### config.mk
export PLATFORM = sky130hd
export DESIGN_NAME = seq_detector_param
export DESIGN_NICKNAME = d
export VERILOG_FILES = /design/src/rtl/seq_detector_param.sv
export SDC_FILE = /design/constraint.sdc
export NUM_CORES = 1
export LEC_CHECK = 0
export CORE_AREA = 2 2 39 41
export DETAILED_ROUTE_END_ITERATION = 10
export DIE_AREA = 0 0 41 43
export GPL_TIMING_DRIVEN = 0
export SLEW_MARGIN = 10
export SYNTH_ARGS = -nofsm -noshare
export SYNTH_HDL_FRONTEND = slang
export SYNTH_SLANG_ARGS = --single-unit
### constraint.sdc
create_clock -name clk -period 2.26 [get_ports clk]
set_input_delay 0.452 -clock clk [delete_from_list [all_inputs] [get_ports clk]]
set_output_delay 0.452 -clock clk [all_outputs]
set_load 0.01 [all_outputs]
### src/rtl/seq_detector_param.sv
// Serial bit-sequence detector with a reloadable LEN-bit pattern, overlap/non-overlap modes and sample gating.
// Optional saturating match counter on match_count, enabled by defining SEQDET_COUNT_EN.
module seq_detector_param #(
  parameter int             LEN     = 4,
  parameter logic [LEN-1:0] PATTERN = 4'b1011,
  parameter int             CNT_W   = 8
) (
  input  logic           clk,
  input  logic           reset,
  input  logic           en,
  input  logic           w,
  input  logic           mode,
  input  logic           cfg_we,
  input  logic [LEN-1:0] cfg_pattern,
  output logic           z
`ifdef SEQDET_COUNT_EN
  ,
  output logic [CNT_W-1:0] match_count
`endif
);

  localparam int             FW       = $clog2(LEN + 1);
  localparam logic [FW-1:0]  FILL_MAX = FW'(LEN);

  logic [LEN-1:0] pat;
  logic [LEN-1:0] hist;
  logic [LEN-1:0] hist_n;
  logic [FW-1:0]  fill;
  logic [FW-1:0]  fill_n;
  logic [FW-1:0]  fill_d;
  logic           match;

  // fill counts valid history bits so a partially filled window can never match
  always_comb begin
    hist_n = (hist << 1) | LEN'(w);
    fill_n = (fill == FILL_MAX) ? FILL_MAX : fill + FW'(1);
    match  = en && !cfg_we && (fill_n == FILL_MAX) && (hist_n == pat);
    fill_d = (match && mode) ? '0 : fill_n;
  end

  always_ff @(posedge clk) begin
    if (reset) begin
      pat  <= PATTERN;
      hist <= '0;
      fill <= '0;
      z    <= 1'b0;
    end else if (cfg_we) begin
      pat  <= cfg_pattern;
      hist <= '0;
      fill <= '0;
      z    <= 1'b0;
    end else if (en) begin
      hist <= hist_n;
      fill <= fill_d;
      z    <= match;
    end else begin
      z    <= 1'b0;
    end
  end

`ifdef SEQDET_COUNT_EN
  always_ff @(posedge clk) begin
    if (reset || cfg_we) begin
      match_count <= '0;
    end else if (match && (match_count != '1)) begin
      match_count <= match_count + CNT_W'(1);
    end
  end
`endif

endmodule

==> results.json <==
{
  "grt_pass1_vias": 343,
  "io_buffers": 8,
  "stdcell_area_um2": 648,
  "clk_pin_slew_ps": 70,
  "syn2layout_area_growth_pct": 24.5,
  "maxCapViolations": 0,
  "slew_headroom_pct": 68.1,
  "grt_first_pass_wirelength_um": 1360,
  "drt-wirelength-per-cell_um": 10.0,
  "clockBufferDepth": 2,
  "path_max_fanout": 1,
  "final.setup.tns_ps": 0,
  "outcome": "complete, no violations",
  "syn_nets": 67,
  "insertion_delay_ps": 270,
  "worst_path_largest_cell_delay_ps": 530,
  "max_clock_freq_mhz": 640,
  "period_share_pct": 69.1,
  "syn_area_per_cell_um2": 9.46,
  "die_area_um2": 1760,
  "yosysWarnings": 0,
  "start_util_pct": 37.6,
  "report.final.setup_viol": 0,
  "synth.area.top_cells": "dfxtp_1 42%, mux2i_1 15%, xor2_1 6.7%",
  "finalNetCount": 80,
  "io_pins": 11,
  "yosysTopAreaCellShare_pct": 42.3,
  "cts-root-buf": "clkbuf_4",
  "core_area_um2": 1380,
  "dp_cells": 79,
  "power_leakage_nw": 0.268,
  "vias_per_cell": 4.73,
  "seq_area_frac_synth_pct": 42.3,
  "cts_setup_buffers": 0,
  "finalClockSkew_ps": 4.44,
  "multi_input_area_um2": 273,
  "ctsHoldBuffers": 0,
  "cts_made_buffers": 3,
  "grt_usage_pct": 12.1,
  "grt_overflow": 0,
  "synth_top_area_cell": "dfxtp_1",
  "endpoint_kind": "primary output",
  "cts_sinks": 11,
  "ir_drop_mv": 0.394,
  "syn_area_um2": 520,
  "drc_errors": 0,
  "rsz0062_at_grt": "false",
  "antenna_found_initial": 0,
  "die_x_um": 41,
  "grt_max_degree": 11,
  "path_buf_inv": 1,
  "placed_cell_area_um2": 621,
  "cts_tree": "built",
  "drt_iter0_markers": 2,
  "drive_gt1_share_pct": 10.4,
  "netlist_instances": 55,
  "r2r_setup_slack_ps": 750,
  "fillers": 135,
  "synth-seq-cells": 11,
  "n_antenna_cell": 0,
  "timing.critical_path.slowest_stage_cell": "clkdlybuf4s50_1",
  "cts_htree_levels": 1,
  "synth_cell_type_count": 22,
  "cp_cell_sequence": "clkdlybuf4s50_1",
  "seqCellArea_um2": 220,
  "ant_nets": 0,
  "place_congestion": 0.701,
  "drt-total-wl_um": 831,
  "stdcell_count": 83,
  "cts_resized": 0,
  "hold_viol_final": 0,
  "total_power_w": 0.000380,
  "arrival_ps": 1110,
  "p_per_area_nw_per_um2": 587,
  "crit_type": "reg -> out",
  "drv_slew": 0,
  "die_h_um": 43,
  "cp.required_ps": 1810,
  "critPathTopFamily": "buffers and inverters",
  "min-delay-path-class": "reg -> reg",
  "vias": 393,
  "post-route-min-period_ps": 1560,
  "rows": 14,
  "tightest_slew_ps": 478,
  "drtPass1Iterations": 4,
  "startpoint_type": "register"
}
[kinds of logic (layout without fill, tap and decap cells)]
group	after synthesis	in the layout	share of synthesized area, %
xor gates and xnor gates	4	4	6.73
adders and majority gates	2	2	4.81
buffers and inverters	7	19	5.29
and+or+nand+nor	17	17	17.1
AOI/OAI and AO/OA	6	6	8.41
DFF	11	11	42.3
muxes	8	8	15.4
[report_power, final]
group | internal (W) | switching [W]
sequential | 0.000200 | 0.00000436
clock | 0.0000655 | 0.0000689
combinational | 0.0000243 | 0.0000175
total | 0.000290 | 0.0000908
[cell usage after synthesis]
cell and n:
nand2_1 3, ha_1 2, clkbuf_1 2, mux2i_1 8
nand2_2 1, dfxtp_1 11, nor3_1 2, inv_1 4
o21ai_0 1, or2_1 1, nand2b_1 1, and4b_2 1
xor2_1 4, nand3b_1 1, a21oi_1 2, or3_1 1
buf_2 1, o2111ai_1 1, nor2_1 5, a2111o_1 1
nand3_1 1, o31a_1 1
[layout by cell type, fill, tap and decap left out]
cell type and n:
dfxtp_1 11, mux2i_1 8, clkdlybuf4s50_1 8, nor2_1 5
inv_1 4, xor2_1 4, nand2_1 3, clkbuf_4 3
clkbuf_1 2, nor3_1 2, a21oi_1 2, ha_1 2
buf_2 1, or2_1 1, or3_1 1, nand2_2 1
a2111o_1 1, nand3b_1 1, o2111ai_1 1, o21ai_0 1
and4b_2 1, o31a_1 1, nand3_1 1, nand2b_1 1
clkinv_2 1
[cell type report]
class | count | area share, %
clock inverter | 1 | 0.772
buffer | 3 | 1.93
inverter | 4 | 2.32
multi-input combinational | 37 | 42.1
clock buffer | 3 | 3.47
timing repair buffer | 8 | 12.4
tap | 16 | 3.09
sequential | 11 | 34.0
[stage by stage]
step	hold slack (ps)	utilization (%)	worst slack, ps
after floorplan	461	-	817
after global placement	480	44.8	478
after detailed placement	480	44.8	499
after CTS	500	46.8	678
after global routing	529	46.8	645
final	498	46.8	698
[routing by layer]
| metal | global-route usage, % | vias to the layer above | share of wire, % |
|---|---|---|---|
| met1 | 14.9 | 170 | 46 |
| li1 | - | 210 | - |
| met3 | 9.42 | 0 | 8.2 |
| met5 | 0 | - | 0 |
| met2 | 15.9 | 13 | 46 |
| met4 | 4.00 | 0 | 0 |
[worst paths after layout]
path	endpoint	cells past startpoint	from
max	z	1	z
min	fill[0]	2	fill[0]
max reg2reg	fill[2]	4	fill[0]
min reg2reg	fill[0]	2	fill[0]
[registers in the layout, summed over array words and instances, names as in the netlist]
register,cells
z,1
pat,4
hist,3
fill,3
(Power assumes the default switching activity.)
